--- config.mk ---
export PLATFORM = sky130hd
export DESIGN_NAME = lru_access_arbiter
export DESIGN_NICKNAME = d
export VERILOG_FILES = /design/src/rtl/lru_access_arbiter.sv
export SDC_FILE = /design/constraint.sdc
export NUM_CORES = 1
export LEC_CHECK = 0
export CAP_MARGIN = 5
export CORE_ASPECT_RATIO = 0.7
export CORE_UTILIZATION = 40
export CTS_CLUSTER_SIZE = 40
export DETAILED_ROUTE_END_ITERATION = 8
export PLACE_DENSITY = 0.73
export SLEW_MARGIN = 25
export SYNTH_ARGS = -nofsm -noshare
export SYNTH_HDL_FRONTEND = slang
export SYNTH_SLANG_ARGS = --single-unit
--- constraint.sdc ---
create_clock -name clk -period 2.81 [get_ports clk]
set_clock_uncertainty 0.2 [all_clocks]
set_input_delay 0.281 -clock clk [delete_from_list [all_inputs] [get_ports clk]]
set_output_delay 0.281 -clock clk [all_outputs]
set_load 0.02 [all_outputs]
--- src/rtl/lru_access_arbiter.sv ---
// lru_access_arbiter: two-requester round-robin front end for a 128-set x 8-way
// LRU state array. Each accepted request runs LOOKUP -> COMMIT -> RESP; a pulse
// on i_init_start queues a full sweep that reloads every set's reset ordering.
//
// Ports
//   clk, rst                 clock and synchronous active-high reset
//   i_req_valid_2            per-requester request valid (bit n = requester n)
//   o_req_ready_2            per-requester accept strobe (combinational, IDLE only)
//   i_reqN_addr_7            set index of requester N
//   i_reqN_hit_sig           1 = hit, 0 = miss
//   i_reqN_hit_way_8         one-hot hit way (valid when hit_sig = 1)
//   o_lru_addr_7             set index to the LRU array
//   o_lru_hit_sig            hit/miss to the LRU array
//   o_lru_hit_way_8          hit way to the LRU array
//   o_lru_we                 LRU array update strobe
//   o_lru_init               LRU array reset-ordering load strobe
//   i_lru_flag_8             one-hot LRU flag of set o_lru_addr_7
//   i_init_start             request a full re-initialisation sweep
//   o_resp_valid/i_resp_ready response handshake
//   o_resp_id                requester owning the response
//   o_resp_victim_8          victim way (miss) or echoed hit way (hit)
//   o_resp_err               hit with a non-one-hot hit way
//   o_busy                   state is not IDLE
module lru_access_arbiter (
  input  logic       clk,
  input  logic       rst,
  input  logic [1:0] i_req_valid_2,
  output logic [1:0] o_req_ready_2,
  input  logic [6:0] i_req0_addr_7,
  input  logic [6:0] i_req1_addr_7,
  input  logic       i_req0_hit_sig,
  input  logic       i_req1_hit_sig,
  input  logic [7:0] i_req0_hit_way_8,
  input  logic [7:0] i_req1_hit_way_8,
  output logic [6:0] o_lru_addr_7,
  output logic       o_lru_hit_sig,
  output logic [7:0] o_lru_hit_way_8,
  output logic       o_lru_we,
  output logic       o_lru_init,
  input  logic [7:0] i_lru_flag_8,
  input  logic       i_init_start,
  output logic       o_resp_valid,
  input  logic       i_resp_ready,
  output logic       o_resp_id,
  output logic [7:0] o_resp_victim_8,
  output logic       o_resp_err,
  output logic       o_busy
);

  localparam int unsigned IDX_W = 7;
  localparam int unsigned WAY_W = 8;
  localparam int unsigned SET_N = 128;

  typedef enum logic [2:0] {
    S_IDLE   = 3'd0,
    S_LOOKUP = 3'd1,
    S_COMMIT = 3'd2,
    S_RESP   = 3'd3,
    S_INIT   = 3'd4
  } state_t;

  state_t             r_state;
  state_t             w_state_nxt;
  logic               r_prio;
  logic               r_init_pend;
  logic [IDX_W-1:0]   r_cnt;
  logic [IDX_W-1:0]   r_lru_addr;
  logic               r_lru_hit;
  logic [WAY_W-1:0]   r_lru_way;
  logic               r_lru_we;
  logic               r_lru_init;
  logic               r_resp_valid;
  logic               r_resp_id;
  logic [WAY_W-1:0]   r_resp_victim;
  logic               r_resp_err;
  logic               r_busy;

  logic [1:0]         w_gnt;
  logic               w_gnt_id;
  logic [IDX_W-1:0]   w_sel_addr;
  logic               w_sel_hit;
  logic [WAY_W-1:0]   w_sel_way;
  logic               w_sel_err;
  logic [WAY_W-1:0]   w_flag_low;
  logic [WAY_W-1:0]   w_victim;
  logic [IDX_W-1:0]   w_cnt_nxt;
  logic               w_sweep_done;

  // Next-state and grant decode; a pending init always wins over requests
  always_comb begin
    w_state_nxt  = r_state;
    w_gnt        = 2'b00;
    w_gnt_id     = 1'b0;
    w_sweep_done = 1'b0;
    case (r_state)
      S_IDLE: begin
        if (r_init_pend) begin
          w_state_nxt = S_INIT;
        end else if (|i_req_valid_2) begin
          w_state_nxt = S_LOOKUP;
          w_gnt_id    = (i_req_valid_2 == 2'b11) ? r_prio : i_req_valid_2[1];
          w_gnt       = w_gnt_id ? 2'b10 : 2'b01;
        end
      end
      S_LOOKUP: w_state_nxt = S_COMMIT;
      S_COMMIT: w_state_nxt = S_RESP;
      S_RESP: begin
        if (i_resp_ready) begin
          w_state_nxt = r_init_pend ? S_INIT : S_IDLE;
        end
      end
      S_INIT: begin
        if (r_cnt == IDX_W'(SET_N - 1)) begin
          w_state_nxt  = S_IDLE;
          w_sweep_done = 1'b1;
        end
      end
      default: w_state_nxt = S_IDLE;
    endcase
  end

  assign o_req_ready_2 = w_gnt;

  // Granted requester's payload and its hit-way sanity check
  assign w_sel_addr = w_gnt_id ? i_req1_addr_7    : i_req0_addr_7;
  assign w_sel_hit  = w_gnt_id ? i_req1_hit_sig   : i_req0_hit_sig;
  assign w_sel_way  = w_gnt_id ? i_req1_hit_way_8 : i_req0_hit_way_8;
  assign w_sel_err  = w_sel_hit &&
                      ((w_sel_way == '0) || ((w_sel_way & (w_sel_way - WAY_W'(1))) != '0));

  // Lowest set flag bit; an empty flag falls back to the top way
  assign w_flag_low = i_lru_flag_8 & (~i_lru_flag_8 + WAY_W'(1));
  assign w_victim   = (i_lru_flag_8 == '0) ? {1'b1, {(WAY_W-1){1'b0}}} : w_flag_low;

  // Sweep counter restarts at 0 on INIT entry
  assign w_cnt_nxt = (r_state == S_INIT) ? (r_cnt + IDX_W'(1)) : '0;

  // State register
  always_ff @(posedge clk) begin
    if (rst) begin
      r_state <= S_IDLE;
    end else begin
      r_state <= w_state_nxt;
    end
  end

  // Datapath and registered outputs
  always_ff @(posedge clk) begin
    if (rst) begin
      r_prio        <= 1'b0;
      r_init_pend   <= 1'b0;
      r_cnt         <= '0;
      r_lru_addr    <= '0;
      r_lru_hit     <= 1'b0;
      r_lru_way     <= '0;
      r_lru_we      <= 1'b0;
      r_lru_init    <= 1'b0;
      r_resp_valid  <= 1'b0;
      r_resp_id     <= 1'b0;
      r_resp_victim <= '0;
      r_resp_err    <= 1'b0;
      r_busy        <= 1'b0;
    end else begin
      r_busy       <= (w_state_nxt != S_IDLE);
      r_lru_we     <= (w_state_nxt == S_COMMIT) && !r_resp_err;
      r_lru_init   <= (w_state_nxt == S_INIT);
      r_resp_valid <= (w_state_nxt == S_RESP);

      if (|w_gnt) begin
        r_prio     <= ~r_prio;
        r_lru_addr <= w_sel_addr;
        r_lru_hit  <= w_sel_hit;
        r_lru_way  <= w_sel_way;
        r_resp_id  <= w_gnt_id;
        r_resp_err <= w_sel_err;
      end

      if (r_state == S_LOOKUP) begin
        r_resp_victim <= r_lru_hit ? r_lru_way : w_victim;
      end

      if (w_state_nxt == S_INIT) begin
        r_cnt      <= w_cnt_nxt;
        r_lru_addr <= w_cnt_nxt;
      end

      // Starts arriving during a sweep are dropped
      if (w_sweep_done) begin
        r_init_pend <= 1'b0;
      end else if (i_init_start && (r_state != S_INIT)) begin
        r_init_pend <= 1'b1;
      end
    end
  end

  assign o_lru_addr_7    = r_lru_addr;
  assign o_lru_hit_sig   = r_lru_hit;
  assign o_lru_hit_way_8 = r_lru_way;
  assign o_lru_we        = r_lru_we;
  assign o_lru_init      = r_lru_init;
  assign o_resp_valid    = r_resp_valid;
  assign o_resp_id       = r_resp_id;
  assign o_resp_victim_8 = r_resp_victim;
  assign o_resp_err      = r_resp_err;
  assign o_busy          = r_busy;

endmodule
# ---- Yosys cells after proc, flatten, opt, wreduce, memory -nomap -nowiden
# Cells that the tools add are included.
dict set report classes {
  n_eq_ne 10
  n_reduce_logical 14
  mux 24
  add_sub_neg 3
  n_bitwise 4
}
# op n
set op_table {}
lappend op_table {{two-way mux 7 bit} 4}
lappend op_table {{two-way mux 8 bit} 3}
lappend op_table {{AND 8 bit} 2}
lappend op_table {{zero test 8 bit} 2}
lappend op_table {{two-way mux 3 bit} 5}
lappend op_table {{case mux 3 bit (5 select lines)} 1}
lappend op_table {{equality test 3 x 2 -> 1 bit (second input constant)} 4}
lappend op_table {{adder 8 x 1 -> 8 bit (second input constant)} 1}
lappend op_table {{two-way mux 2 bit} 4}
lappend op_table {{inverter 8 bit} 1}
lappend op_table {{nonzero test 8 bit} 1}
lappend op_table {{subtractor 8 x 1 -> 8 bit (second input constant)} 1}
lappend op_table {{adder 7 x 1 -> 7 bit (second input constant)} 1}
lappend op_table {{equality test 7 bit (second input constant)} 1}
lappend op_table {{two-way mux 1 bit} 7}
lappend op_table {{equality test 3 bit (second input constant)} 2}
lappend op_table {{OR reduction 2 bit} 3}
lappend op_table {{equality test 3 x 1 -> 1 bit (second input constant)} 1}
lappend op_table {{logical AND 1 bit} 3}
lappend op_table {{zero test 3 bit} 1}
lappend op_table {{!= test 3 bit (second input constant)} 1}
lappend op_table {{nonzero test 3 bit} 1}
lappend op_table {{equality test 2 bit (second input constant)} 1}
lappend op_table {{nonzero test 2 bit} 1}
lappend op_table {{other kinds (3)} 3}
dict set report word_totals {
  inputBits 46
  reg_bits 42
  elab_cells 69
  out_inout_bits 32
}

# ---- Logic depth before layout (Yosys ltp)
dict set report depth {
  word_depth 11
  depth_mapped 9
}

# ---- Worst setup path before layout
# No wires, ideal clock.
dict set report synth_timing {
  kind {register to register}
  from {register r_state[2]}
  to {register r_lru_addr[2], in the netlist o_lru_addr_7[2]}
  setup_ns 0.086
  path_buffers 3
  arrival_ns 1.684
  synth_period_minus_slack_ns 1.971
  path_stages_with_launch 8
  setup_slack_ns 0.839
  path_cell_list {dfxtp_1 > or3b_1 > buf_2 > a41oi_4 > a31oi_2 > buf_6 > buf_6 > a221oi_2}
}
dict set report synth_via {
  elab_chain_cells 5
  word_cells_on_any_way 19
  cone_classes {5 x eq/ne; 11 x mux; 3 x reduce/logical}
}
# element line
set synth_lines {}
lappend synth_lines {{start: declaration} 62} ;# state_t r_state;
lappend synth_lines {{start signal: assignment} 143} ;# r_state <= w_state_nxt;
lappend synth_lines {{two-way mux 3 bit / zero test 3 bit (equally long branches)} {99, 95}}
lappend synth_lines {{two-way mux 3 bit / two-way mux 1 bit (equally long branches)} {97, 95}}
lappend synth_lines {{case mux 3 bit (5 select lines) / two-way mux 7 bit (equally long branches)} {95, 125}}
lappend synth_lines {{equality test 3 bit / two-way mux 7 bit (equally long branches)} {182, 169}}
lappend synth_lines {{two-way mux 7 bit / nonzero test 2 bit (equally long branches)} -}
lappend synth_lines {{end signal: assignment} 171} ;# r_lru_addr <= w_sel_addr;
lappend synth_lines {{end signal: assignment} 184} ;# r_lru_addr <= w_cnt_nxt;
lappend synth_lines {{end: declaration} 67} ;# logic [IDX_W-1:0] r_lru_addr;
# Several ways; a longest one is shown, not always the timed one. The select of a mux whose other input is x is not followed.
# A chain may end at the register's enable or synchronous reset.

# ---- Final worst setup path
dict set report layout_timing {
  from {register r_init_pend}
  to {output port o_req_ready_2[1]}
}
dict set report layout_via {
  elab_chain_cells 2
}
# element line
set layout_lines {}
lappend layout_lines {{start: declaration} 65} ;# logic r_init_pend;
lappend layout_lines {{start signal: assignment} 151} ;# r_init_pend <= 1'b0;
lappend layout_lines {{start signal: assignment} 189} ;# r_init_pend <= 1'b0;
lappend layout_lines {{start signal: assignment} 191} ;# r_init_pend <= 1'b1;
lappend layout_lines {{two-way mux 2 bit} 97} ;# if (r_init_pend) begin
lappend layout_lines {{two-way mux 2 bit} 95} ;# case (r_state)
lappend layout_lines {{end: declaration} 28} ;# output logic [1:0] o_req_ready_2,
# No other way between the ends.

==> impl_metrics.json <==
{
  "status": "finished clean",
  "post_cts_resized": 0,
  "power_switching_uw": 707,
  "timing.final.crit_share_pct": 94.8,
  "cp-end-kind": "output port",
  "tightest_slew_ps": 802,
  "synth_top_area_share_pct": 39.3,
  "cts_setup_buffers": 0,
  "drc": 0,
  "synthTopCellsByCount": "dfxtp_1 (42), nor2_1 (38), nand2_1 (32)",
  "synth-xor-area-share_pct": 3.27,
  "port_buffers": 76,
  "cts_tree": "done",
  "drt-total-wl_mm": 5.91,
  "arrival_ps": 2180,
  "seqPwrFrac_pct": 37.4,
  "fin_tns_setup_ps": 0,
  "setup_viol": 0,
  "cts_buffers": 5,
  "routabilityCongestion": 0.822,
  "rsz0062_at_grt": "no",
  "drtIter0Drc": 119,
  "area_growth_pct": 43.7,
  "synth_compound_area_share_pct": 24.4,
  "grt_pass1_vias": 1977,
  "syn_avg_cell_area_um2": 8.36,
  "synthMuxAreaShare_pct": 3.10,
  "power_density_nw_per_um2": 672,
  "antenna_cells": 0,
  "synth_fp_nets": 303,
  "clock_tree.root_cell": "clkbuf_8",
  "synth_top_family_by_area": "compound AO/OA/AOI/OAI gates",
  "maxCapViolCount": 0,
  "pwr-share-comb_pct": 38.9,
  "slew_headroom_pct": 46.4,
  "fmax_mhz": 375,
  "clock_latency_ps": 300,
  "grt_pass1_wl_mm": 9.36,
  "critical_path.startpoint_type": "register",
  "num_rows": 21,
  "grt_max_degree": 20,
  "synthFlopType": "dfxtp_1",
  "sw_frac_of_total_pct": 34.2,
  "antenna_found_initial": 0,
  "ys_types": 49,
  "cts_max_level": 2,
  "hold_viol": 0,
  "criticalPathCategory": "reg2out",
  "critPathMaxFanout": 6,
  "dp_hpwl_mm": 4.39,
  "ir_drop_uv": 369,
  "async_flop_share_pct": 0,
  "hold_path.class": "reg2reg",
  "drive_gt1_share_pct": 9.67,
  "slew_violations": 0,
  "ctsHoldBuffers": 0,
  "whs_ps": 279,
  "synth-edff-count": 0,
  "vias_per_cell": 5.37,
  "p_leak_uw": 0.00108,
  "synth.most_common_cell": "dfxtp_1",
  "period_needed_ps": 2660,
  "die_x_um": 89.4,
  "syn-cell-area_um2": 2140,
  "ctsLongestPathBuffers": 2,
  "placed_cells": 393,
  "critical_path_required_ps": 2330,
  "synth_fa_ha_area_share_pct": 1.52,
  "synth.ff_latch_count": 42,
  "postRouteAntennaNets": 0,
  "vias": 2147,
  "synthCells": 256,
  "clkTransAtPathRegs_ps": 80,
  "grt_overflow_total": 0,
  "fin_nets": 378,
  "p_clk_share_pct": 23.7,
  "p_int_uw": 1360,
  "yosysSeqAreaShare_pct": 39.3,
  "fp.dieArea_um2": 5650,
  "start_util_pct": 43.1,
  "synth.area.top_cells": "dfxtp_1 (39%), nor2_1 (6.7%), nand2_1 (5.6%), a21oi_1 (3.7%), a311oi_1 (3.7%)",
  "io_pins": 78,
  "yosysWarnings": 0,
  "fin_cells": 400,
  "synth_area_leader_cell": "dfxtp_1",
  "grt_use_total_pct": 21.7,
  "synthSimpleGateAreaFrac_pct": 23.4,
  "wl_per_cell_um": 14.8,
  "chipHeight_um": 63.2,
  "dr.pass1.iters": 4,
  "cts_sinks": 42,
  "core_um2": 4970
}
routing by layer:
layer | share of wire [%] | vias to the layer above | global-route usage (%) | wire length, um
li1 | - | 1079 | - | -
met1 | 51 | 986 | 31.3 | 3010
met2 | 42 | 71 | 31.2 | 2490
met3 | 5.5 | 11 | 4.72 | 326
met4 | 1.5 | 0 | 8.53 | 88
met5 | 0 | - | 0 | 0
per-stage QoR:
| stage | total power, uW | utilization, % | area [um^2] | setup WS (ps) |
|---|---|---|---|---|
| detailed placement | 1580 | 59.7 | 2960 | 408 |
| finish | 2070 | 61.9 | 3080 | 145 |
| floorplan | 1250 | - | 2140 | 839 |
| global route | 2180 | 61.9 | 3080 | 61.0 |
| global placement | 1570 | 59.7 | 2960 | 469 |
| CTS | 2070 | 61.9 | 3080 | 134 |
kinds of logic (layout without fill, tap and decap cells):
logic type / Yosys count / count (layout)
DFF: 42 / 42
xor gates and xnor gates: 8 / 8
AOI/OAI and AO/OA: 69 / 69
and+or+nand+nor: 107 / 107
adders and majority gates: 3 / 3
buffers and inverters: 21 / 96
muxes: 6 / 6
final timing paths:
| path | end | slack, ps | from | depth (start not counted) |
|---|---|---|---|---|
| setup / recovery | o_req_ready_2[1] | 150 | r_init_pend | 4 |
| hold reg to reg | o_lru_we | 280 | o_resp_err | 1 |
| hold / removal | o_lru_we | 280 | o_resp_err | 1 |
| setup reg to reg | o_lru_addr_7[2] | 350 | r_cnt[0] | 7 |
power by group through the flow:
| stage | clock network (uW) | registers, uW | logic (uW) |
|---|---|---|---|
| floorplan | 0 | 870 | 378 |
| global placement | 0 | 781 | 787 |
| detailed placement | 0 | 785 | 800 |
| CTS | 495 | 773 | 804 |
| global route | 523 | 789 | 872 |
| finish | 490 | 773 | 804 |
state kept, by name, summed over array words and instances (netlist names):
signal and flops:
o_lru_hit_way_8 8, o_resp_victim_8 8, o_lru_addr_7 7, r_cnt 7, r_state 3, o_busy 1, o_lru_hit_sig 1, o_lru_init 1
o_lru_we 1, o_resp_err 1, o_resp_id 1, o_resp_valid 1, r_init_pend 1, r_prio 1
layout by cell type, fill, tap and decap left out, types with 3 or more instances in the layout:
master / count
inv_1: 4
xnor2_1: 7
nor3_1: 7
and3_1: 3
nand2b_1: 5
or4_1: 3
clkbuf_8: 6
dfxtp_1: 42
a21oi_1: 16
o21ai_0: 12
buf_4: 9
clkdlybuf4s50_1: 76
a221oi_2: 3
nand2_1: 32
nand3_1: 6
nor3b_1: 5
a31oi_1: 3
mux2_2: 5
nor2_1: 38
a211oi_1: 8
a311oi_1: 9
worst max-delay path: stages, from the launching register on:
cell and delay, ps:
dfxtp_1 370, nor4_2 400, nand3_1 300, inv_1 190, clkdlybuf4s50_1 620
area by class of cell:
class / instances / area (um^2)
Clock buffer: 6 / 82.6
Clock inverter: 1 / 30.0
Fill cell: 423 / 1890
Inverter: 4 / 15.0
Multi-Input combinational cell: 193 / 1190
Sequential cell: 42 / 841
Tap cell: 69 / 86.3
Timing Repair Buffer: 85 / 828
No activity file was read; power rests on OpenSTA's default activity.
